## src/rtl/mem_seq_ctrl_if.sv

```systemverilog
// Memory-side bus of mem_seq_ctrl: line address, write line, write enable,
// read-request pulse, read line and the two ready strobes.
//   master : the sequencer (drives address/data/strobes, receives read data
//            and the ready strobes)
//   slave  : the unified memory
interface mem_seq_ctrl_if #(
  parameter int ADDR_W = 15,
  parameter int MEM_W  = 32
);
  logic [ADDR_W-1:0] mem_addr;
  logic [MEM_W-1:0]  mem_wdata;
  logic              mem_we;
  logic              mem_rd_start;
  logic [MEM_W-1:0]  mem_rdata;
  logic              mem_rd_rdy;
  logic              mem_wr_rdy;

  modport master (
    output mem_addr, mem_wdata, mem_we, mem_rd_start,
    input  mem_rdata, mem_rd_rdy, mem_wr_rdy
  );

  modport slave (
    input  mem_addr, mem_wdata, mem_we, mem_rd_start,
    output mem_rdata, mem_rd_rdy, mem_wr_rdy
  );
endinterface

```

## src/rtl/mem_seq_ctrl.sv

```systemverilog
// Single-port CPU memory sequencer.
// Fetches an instruction line, optionally fetches the data line holding the
// addressed CPU word (skipped on a hit in the one-line buffer), opens a
// two-cycle execute window for the CPU and, for stores, writes the line back
// with one lane replaced. A watchdog bounds every wait on the memory and
// raises a sticky error flag on expiry.
// Ports:
//   clk, rst        clock, synchronous active-high reset
//   mem             memory bus (master side of mem_seq_ctrl_if)
//   prog_addr       instruction line address from the CPU
//   prog_data       registered instruction to the CPU
//   ram_addr        CPU word address (line address plus lane bits)
//   ram_wdata       store data
//   ram_we          store enable, honoured during write-back
//   ram_rdata       registered load data
//   work            CPU execute enable
//   brk             CPU stall/fetch indicator
//   err             sticky bus-timeout flag
module mem_seq_ctrl #(
  parameter int ADDR_W   = 15,
  parameter int CPU_W    = 16,
  parameter int LANES    = 2,
  parameter int PROG_W   = 25,
  parameter int OP_LSB   = 20,
  parameter int OP_W     = 5,
  parameter int OP_LOAD  = 24,
  parameter int OP_STORE = 6,
  parameter int TIMEOUT  = 255,
  localparam int MEM_W   = CPU_W * LANES,
  localparam int LANE_SH = $clog2(LANES),
  localparam int RA_W    = ADDR_W + LANE_SH
) (
  input  logic              clk,
  input  logic              rst,
  mem_seq_ctrl_if.master    mem,
  input  logic [ADDR_W-1:0] prog_addr,
  output logic [PROG_W-1:0] prog_data,
  input  logic [RA_W-1:0]   ram_addr,
  input  logic [CPU_W-1:0]  ram_wdata,
  input  logic              ram_we,
  output logic [CPU_W-1:0]  ram_rdata,
  output logic              work,
  output logic              brk,
  output logic              err
);

  localparam int LANE_W = (LANES > 1) ? LANE_SH : 1;
  localparam int CNT_W  = $clog2(TIMEOUT + 1);
  localparam logic [CNT_W-1:0] CNT_LAST  = CNT_W'(TIMEOUT - 1);
  localparam logic [OP_W-1:0]  OPC_LOAD  = OP_W'(OP_LOAD);
  localparam logic [OP_W-1:0]  OPC_STORE = OP_W'(OP_STORE);

  typedef enum logic [3:0] {
    ST_IDLE,
    ST_FETCH,
    ST_FWAIT,
    ST_DREQ,
    ST_DWAIT,
    ST_ISSUE,
    ST_EXEC1,
    ST_EXEC2,
    ST_WB
  } state_t;

  state_t            state_q;
  logic [CNT_W-1:0]  cnt_q;
  logic [PROG_W-1:0] ibuf_q;
  logic [RA_W-1:0]   addr_q;
  logic [MEM_W-1:0]  buf_q;
  logic [ADDR_W-1:0] tag_q;
  logic              valid_q;
  logic              err_q;
  logic [PROG_W-1:0] prog_data_q;
  logic [CPU_W-1:0]  ram_rdata_q;

  logic [ADDR_W-1:0] addr_line;
  logic [LANE_W-1:0] addr_lane;
  logic [ADDR_W-1:0] req_line;
  logic [OP_W-1:0]   fetch_op;
  logic [OP_W-1:0]   held_op;
  logic              fetch_is_mem;
  logic              req_hit;
  logic              wait_expired;
  logic [CPU_W-1:0]  buf_lane;
  logic [MEM_W-1:0]  wb_line;

  // Address split: upper bits select the memory line, low bits the lane.
  always_comb begin
    addr_line = addr_q[LANE_SH +: ADDR_W];
    req_line  = ram_addr[LANE_SH +: ADDR_W];
    addr_lane = (LANES > 1) ? addr_q[LANE_W-1:0] : '0;
  end

  always_comb begin
    fetch_op     = mem.mem_rdata[OP_LSB +: OP_W];
    held_op      = ibuf_q[OP_LSB +: OP_W];
    fetch_is_mem = (fetch_op == OPC_LOAD) || (fetch_op == OPC_STORE);
    req_hit      = valid_q && (tag_q == req_line);
    wait_expired = (cnt_q == CNT_LAST);
  end

  // Read-modify-write merge: the buffered line with the addressed lane
  // replaced by the store data.
  always_comb begin
    buf_lane = buf_q[addr_lane * CPU_W +: CPU_W];
    wb_line  = buf_q;
    wb_line[addr_lane * CPU_W +: CPU_W] = ram_wdata;
  end

  always_ff @(posedge clk) begin
    if (rst) begin
      state_q     <= ST_IDLE;
      cnt_q       <= '0;
      ibuf_q      <= '0;
      addr_q      <= '0;
      buf_q       <= '0;
      tag_q       <= '0;
      valid_q     <= 1'b0;
      err_q       <= 1'b0;
      prog_data_q <= '0;
      ram_rdata_q <= '0;
    end else begin
      case (state_q)
        ST_IDLE: state_q <= ST_FETCH;

        ST_FETCH: begin
          cnt_q   <= '0;
          state_q <= ST_FWAIT;
        end

        // The hit decision uses the CPU address presented with the
        // instruction, so a hit goes straight to ISSUE without a data read.
        ST_FWAIT: begin
          if (mem.mem_rd_rdy) begin
            ibuf_q <= mem.mem_rdata[PROG_W-1:0];
            addr_q <= ram_addr;
            if (fetch_is_mem && !req_hit) state_q <= ST_DREQ;
            else                          state_q <= ST_ISSUE;
          end else if (wait_expired) begin
            err_q   <= 1'b1;
            valid_q <= 1'b0;
            state_q <= ST_IDLE;
          end else begin
            cnt_q <= cnt_q + 1'b1;
          end
        end

        ST_DREQ: begin
          cnt_q   <= '0;
          state_q <= ST_DWAIT;
        end

        ST_DWAIT: begin
          if (mem.mem_rd_rdy) begin
            buf_q   <= mem.mem_rdata;
            tag_q   <= addr_line;
            valid_q <= 1'b1;
            state_q <= ST_ISSUE;
          end else if (wait_expired) begin
            err_q   <= 1'b1;
            valid_q <= 1'b0;
            state_q <= ST_IDLE;
          end else begin
            cnt_q <= cnt_q + 1'b1;
          end
        end

        ST_ISSUE: begin
          prog_data_q <= ibuf_q;
          state_q     <= ST_EXEC1;
        end

        ST_EXEC1: begin
          ram_rdata_q <= buf_lane;
          state_q     <= ST_EXEC2;
        end

        ST_EXEC2: begin
          if (held_op == OPC_STORE) begin
            cnt_q   <= '0;
            state_q <= ST_WB;
          end else begin
            state_q <= ST_IDLE;
          end
        end

        // Keeping the buffer equal to what memory now holds lets a later
        // access to the same line hit without re-reading.
        ST_WB: begin
          if (mem.mem_wr_rdy) begin
            if (ram_we) buf_q <= wb_line;
            state_q <= ST_FETCH;
          end else if (wait_expired) begin
            err_q   <= 1'b1;
            valid_q <= 1'b0;
            state_q <= ST_IDLE;
          end else begin
            cnt_q <= cnt_q + 1'b1;
          end
        end

        default: state_q <= ST_IDLE;
      endcase
    end
  end

  // Moore decode of the bus and CPU strobes from the current state.
  always_comb begin
    mem.mem_addr     = '0;
    mem.mem_wdata    = '0;
    mem.mem_we       = 1'b0;
    mem.mem_rd_start = 1'b0;
    brk              = 1'b1;
    work             = 1'b0;
    case (state_q)
      ST_FETCH: begin
        mem.mem_addr     = prog_addr;
        mem.mem_rd_start = 1'b1;
      end
      ST_DREQ: begin
        mem.mem_addr     = addr_line;
        mem.mem_rd_start = 1'b1;
      end
      ST_ISSUE: brk = 1'b0;
      ST_EXEC1, ST_EXEC2: begin
        brk  = 1'b0;
        work = 1'b1;
      end
      ST_WB: begin
        mem.mem_addr  = addr_line;
        mem.mem_wdata = wb_line;
        mem.mem_we    = ram_we;
      end
      default: ;
    endcase
  end

  assign prog_data = prog_data_q;
  assign ram_rdata = ram_rdata_q;
  assign err       = err_q;

endmodule
```

## src/flat_wrapper.sv

```systemverilog
// flat-port wrapper written by rule: the top's interface ports become plain ports
module mem_seq_ctrl_flat 
#(
  parameter int ADDR_W   = 15,
  parameter int CPU_W    = 16,
  parameter int LANES    = 2,
  parameter int PROG_W   = 25,
  parameter int OP_LSB   = 20,
  parameter int OP_W     = 5,
  parameter int OP_LOAD  = 24,
  parameter int OP_STORE = 6,
  parameter int TIMEOUT  = 255,
  localparam int MEM_W   = CPU_W * LANES,
  localparam int LANE_SH = $clog2(LANES),
  localparam int RA_W    = ADDR_W + LANE_SH
)
  (clk, rst, prog_addr, prog_data, ram_addr, ram_wdata, ram_we, ram_rdata, work, brk, err, mem_mem_addr, mem_mem_wdata, mem_mem_we, mem_mem_rd_start, mem_mem_rdata, mem_mem_rd_rdy, mem_mem_wr_rdy);
  mem_seq_ctrl_if #(.ADDR_W(ADDR_W)) mem_i ();
  input  logic clk;
  input  logic rst;
  input  logic [ADDR_W-1:0] prog_addr;
  output logic [PROG_W-1:0] prog_data;
  input  logic [RA_W-1:0] ram_addr;
  input  logic [CPU_W-1:0] ram_wdata;
  input  logic ram_we;
  output logic [CPU_W-1:0] ram_rdata;
  output logic work;
  output logic brk;
  output logic err;
  output wire logic [$bits(mem_i.mem_addr)-1:0] mem_mem_addr;
  output wire logic [$bits(mem_i.mem_wdata)-1:0] mem_mem_wdata;
  output wire logic [$bits(mem_i.mem_we)-1:0] mem_mem_we;
  output wire logic [$bits(mem_i.mem_rd_start)-1:0] mem_mem_rd_start;
  input wire logic [$bits(mem_i.mem_rdata)-1:0] mem_mem_rdata;
  input wire logic [$bits(mem_i.mem_rd_rdy)-1:0] mem_mem_rd_rdy;
  input wire logic [$bits(mem_i.mem_wr_rdy)-1:0] mem_mem_wr_rdy;
  assign mem_mem_addr = mem_i.mem_addr;
  assign mem_mem_wdata = mem_i.mem_wdata;
  assign mem_mem_we = mem_i.mem_we;
  assign mem_mem_rd_start = mem_i.mem_rd_start;
  assign mem_i.mem_rdata = mem_mem_rdata;
  assign mem_i.mem_rd_rdy = mem_mem_rd_rdy;
  assign mem_i.mem_wr_rdy = mem_mem_wr_rdy;
  mem_seq_ctrl #(.ADDR_W(ADDR_W), .CPU_W(CPU_W), .LANES(LANES), .PROG_W(PROG_W), .OP_LSB(OP_LSB), .OP_W(OP_W), .OP_LOAD(OP_LOAD), .OP_STORE(OP_STORE), .TIMEOUT(TIMEOUT)) u_core (.clk(clk), .rst(rst), .mem(mem_i), .prog_addr(prog_addr), .prog_data(prog_data), .ram_addr(ram_addr), .ram_wdata(ram_wdata), .ram_we(ram_we), .ram_rdata(ram_rdata), .work(work), .brk(brk), .err(err));
endmodule
```

## config.mk

```make
export PLATFORM = sky130hd
export DESIGN_NAME = mem_seq_ctrl_flat
export DESIGN_NICKNAME = d
export VERILOG_FILES = /design/src/rtl/mem_seq_ctrl_if.sv /design/src/rtl/mem_seq_ctrl.sv /design/src/flat_wrapper.sv
export SDC_FILE = /design/constraint.sdc
export NUM_CORES = 1
export LEC_CHECK = 0
export ABC_AREA = 1
export CAP_MARGIN = 20
export CORE_MARGIN = 5
export CORE_UTILIZATION = 30
export CTS_BUF_LIST = sky130_fd_sc_hd__clkbuf_4 sky130_fd_sc_hd__clkbuf_8
export CTS_CLUSTER_DIAMETER = 100
export DETAILED_ROUTE_END_ITERATION = 16
export GPL_ROUTABILITY_DRIVEN = 0
export PLACE_DENSITY = 0.66
export SLEW_MARGIN = 10
export SYNTH_ARGS = -nofsm -noshare
export SYNTH_HDL_FRONTEND = slang
export SYNTH_SLANG_ARGS = --single-unit
```

## constraint.sdc

```tcl
create_clock -name clk -period 4.9 [get_ports clk]
set_input_delay 0.98 -clock clk [delete_from_list [all_inputs] [get_ports clk]]
set_output_delay 0.98 -clock clk [all_outputs]
set_load 0.05 [all_outputs]
```

==> reports/metrics.yaml <==
clock_network:
  holdBufCountCts: 0
  cts.sinks: 143
  post_cts.repair.setup_buffers: 0
  clk_pin_slew_ns: 0.08
  ctsResizeCount: 0
  cts_buffers: 17
  cts_tree: "built"
  htree_levels: 4
  clock_latency_ns: 0.45
  clockBufferDepth: 2
  root_buffer: "clkbuf_8"
routing:
  routed_wl_um: 21410
  route.detailed.drc: 0
  drtIter0Drc: 387
  wl_met3_um: 2115
  ant_nets: 0
  wl_met1_um: 8822
  drtPass1Iterations: 5
  dr_wl_met2_um: 10210
  vias_per_cell: 4.852
  vias: 6565
  top_layer: "met5"
  wl_per_cell_um: 15.82
timing:
  hold_viol: 0
  tightest_slew_ns: 0.9271
  fin_tns_setup_ns: 0
  slew_headroom: 0.3820
  period_minus_slack_ns: 4.067
  setup_viol: 0
  drv_slew: 0
  timing.fmax_mhz: 245.9
  clock_skew_ns: 0.01539
  rsz0062_at_grt: "false"
  setup_ws_ns: 0.8334
  layout_worst_path_cycle_share: 0.8299
floorplan:
  rows: 54
  start_util: 0.3039
  die_y_um: 158.7
  dieArea_um2: 25180
  die_w_um: 158.7
  ios: 177
  core_area_um2: 21820
power:
  power_density_nw_per_um2: 386.3
  ir_worst_vdd_mv: 0.1659
  swShare: 0.3755
  clkPwrFrac: 0.295
  p_int_mw: 2.180
  power.switching_mw: 1.311
  leakage_nw: 3.222
  power.total_mw: 3.491
  power_frac_comb: 0.310
  seq_power_share: 0.394
synthesis:
  synth_area_per_cell_um2: 7.263
  yosysSeqAreaShare: 0.4317
  ys_types: 32
  synth_area_leaders: "dfxtp_1 43%, o21ai_0 11%, nand2_1 11%, a21oi_1 9.7%, a211oi_2 5.5%"
  ys_seq_elements: 143
  synth_warnings: 0
  synthCells: 913
  syn_area_um2: 6631
  synth_ff_type: "dfxtp_1"
  synthArstFlopShare: 0
  syn_nets: 999
  synth_top_area_frac: 0.4317
  synth_edf_count: 0
  yosys.area.top_type: "dfxtp_1"
global_route:
  grt_first_pass_wirelength_um: 32790
  grt_pass1_vias: 6128
  antenna_found_initial: 1
  grtUsageTotal: 0.1657
  grt_max_degree: 71
  grt_overflow_total: 0
place:
  place_ws_ns: 1.084
  io_buffers: 176
  dpl.hpwl_um: 15180
critical_path:
  r2r_cells: 9
  path_cells: "nor2_4, nand3_2, inv_2, nor2_1, o21ai_0, clkdlybuf4s50_1"
  cp-start-kind: "flip-flop"
  r2r_slack_ns: 2.17
  critPathSlowestCell: "clkdlybuf4s50_1"
  crit_path_start: "u_core.state_q[1]$_SDFF_PP0_"
  rr_endpoint: "u_core.buf_q[22]$_SDFFE_PP0P_"
  required_ns: 3.92
  crit_cells: 6
  crit_arrival_ns: 3.09
  timing.rr.start: "u_core.state_q[1]$_SDFF_PP0_"
  critPathMaxStageDelay_ns: 0.75
  endpoint: "mem_mem_addr[13]"
  cp.buffers_inverters: 2
  cp_max_fo: 15
  path_class: "flip-flop to output pin"
  worst_setup_path_end_kind: "output pin"
  critPathTopFamily: "simple AND/OR/NAND/NOR gates"
flow_run:
  max-cap-violations: 0
final_layout:
  multi_input_area_um2: 3149
  areaGrowthSynthToFinish_pct: 36.26
  fill_cells: 2271
  fin_nets: 1146
  drive_gt1_frac: 0.08481
  seqCellArea_um2: 2863
  antenna_cells: 0
run_status:
  status: "complete, no violations"
min_path:
  hold_class: "flip-flop to flip-flop"
==> tightest hold or removal path, delay by kind of cell, from the launching register on <==
family          cells  cell delay, ns
compound gates      1            0.05
buf+inv             1            0.06
flops               1            0.31
==> placed cells by master, fill, tap and decap left out, types with 4 or more instances in the layout <==
master | synthesis | final
nand2_1 | 188 | 188
inv_1 | 86 | 85
nand3_1 | 9 | 9
nor3_1 | 4 | 4
inv_6 | 0 | 5
buf_4 | 1 | 13
nand4_1 | 10 | 10
inv_2 | 3 | 4
nor2_4 | 5 | 5
clkbuf_8 | 0 | 17
dfxtp_1 | 143 | 143
a211oi_2 | 29 | 29
clkdlybuf4s50_1 | 0 | 176
nor2_1 | 59 | 58
a31oi_1 | 17 | 17
a21oi_1 | 128 | 128
o21ai_0 | 145 | 145
==> Yosys cell counts, types with 2 or more instances <==
library cell and instances:
nor2_4 5, nand3b_1 2, inv_2 3, a21oi_1 128, dfxtp_1 143, buf_2 13, nand3_1 9, a31oi_1 17
nor3_1 4, clkbuf_1 45, nand2_1 188, nand4_1 10, clkinv_1 2, a211oi_1 2, o21ai_0 145, inv_1 86
nor2_1 59, buf_6 4, o21ai_1 2, a211oi_2 29, ha_1 2, xnor2_1 3, xor2_1 3
==> metrics by stage <==
stage	util	instance area [um^2]	cells	hold slack, ns
final	0.4141	9036	1353	0.4574
after global placement	0.3933	8583	1320	0.4385
after floorplan	-	6631	913	0.4297
after CTS	0.4128	9009	1352	0.4582
after global routing	0.4141	9036	1353	0.4731
after detailed placement	0.3933	8583	1320	0.4452
==> sequential cells by signal, summed over array words and instances, names as in the netlist <==
| name | flops |
|---|---|
| u_core.ibuf_q | 25 |
| u_core.addr_q | 16 |
| u_core.cnt_q | 8 |
| u_core.state_q | 4 |
| u_core.valid_q | 1 |
| u_core.tag_q | 15 |
| u_core.prog_data | 25 |
| u_core.err | 1 |
| u_core.ram_rdata | 16 |
| u_core.buf_q | 32 |
==> power groups by stage <==
stage / clock network [mW] / registers [mW] / logic, mW
floorplan: 0 / 1.47 / 0.643
global placement: 0 / 1.40 / 1.07
detailed placement: 0 / 1.40 / 1.08
CTS: 1.06 / 1.38 / 1.09
global route: 1.12 / 1.39 / 1.18
finish: 1.03 / 1.38 / 1.08
==> layer usage <==
layer  global-route usage  vias to the layer above
met5                    0                        -
met4              0.03412                        2
met3              0.06768                       17
met2               0.2777                      223
met1               0.2009                     3004
li1                     -                     3319
==> worst min-delay path by stage <==
stage | start | endpoint | cells after the start
after floorplan | u_core.ibuf_q[0]$_SDFFE_PP0P_ | u_core.ibuf_q[0]$_SDFFE_PP0P_ | 2
after detailed placement | u_core.ibuf_q[0]$_SDFFE_PP0P_ | u_core.ibuf_q[0]$_SDFFE_PP0P_ | 2
after global placement | u_core.ibuf_q[0]$_SDFFE_PP0P_ | u_core.ibuf_q[0]$_SDFFE_PP0P_ | 2
after CTS | u_core.ibuf_q[3]$_SDFFE_PP0P_ | u_core.ibuf_q[3]$_SDFFE_PP0P_ | 2
final | u_core.ibuf_q[0]$_SDFFE_PP0P_ | u_core.ibuf_q[0]$_SDFFE_PP0P_ | 2
after global routing | u_core.ibuf_q[8]$_SDFFE_PP0P_ | u_core.ibuf_q[8]$_SDFFE_PP0P_ | 2
==> layout make-up <==
cell class | instances | area share
Multi-Input combinational cell | 616 | 0.3485
Sequential cell | 143 | 0.3168
Timing Repair Buffer | 191 | 0.2110
Tap cell | 280 | 0.03877
Inverter | 91 | 0.03780
Clock buffer | 19 | 0.02755
Clock inverter | 13 | 0.01952
==> cell families (layout without fill, tap and decap cells) <==
kind of cell | count (synthesis) | count (layout) | share of synthesized area
AO/OA/AOI/OAI | 327 | 327 | 0.2864
XOR/XNOR | 6 | 6 | 0.007926
adder cells (fa/ha/maj) | 2 | 2 | 0.003773
buffers and inverters | 154 | 314 | 0.09472
flip-flops | 143 | 143 | 0.4317
AND/OR/NAND/NOR | 281 | 281 | 0.1755
No activity file was read; power rests on OpenSTA's default activity.
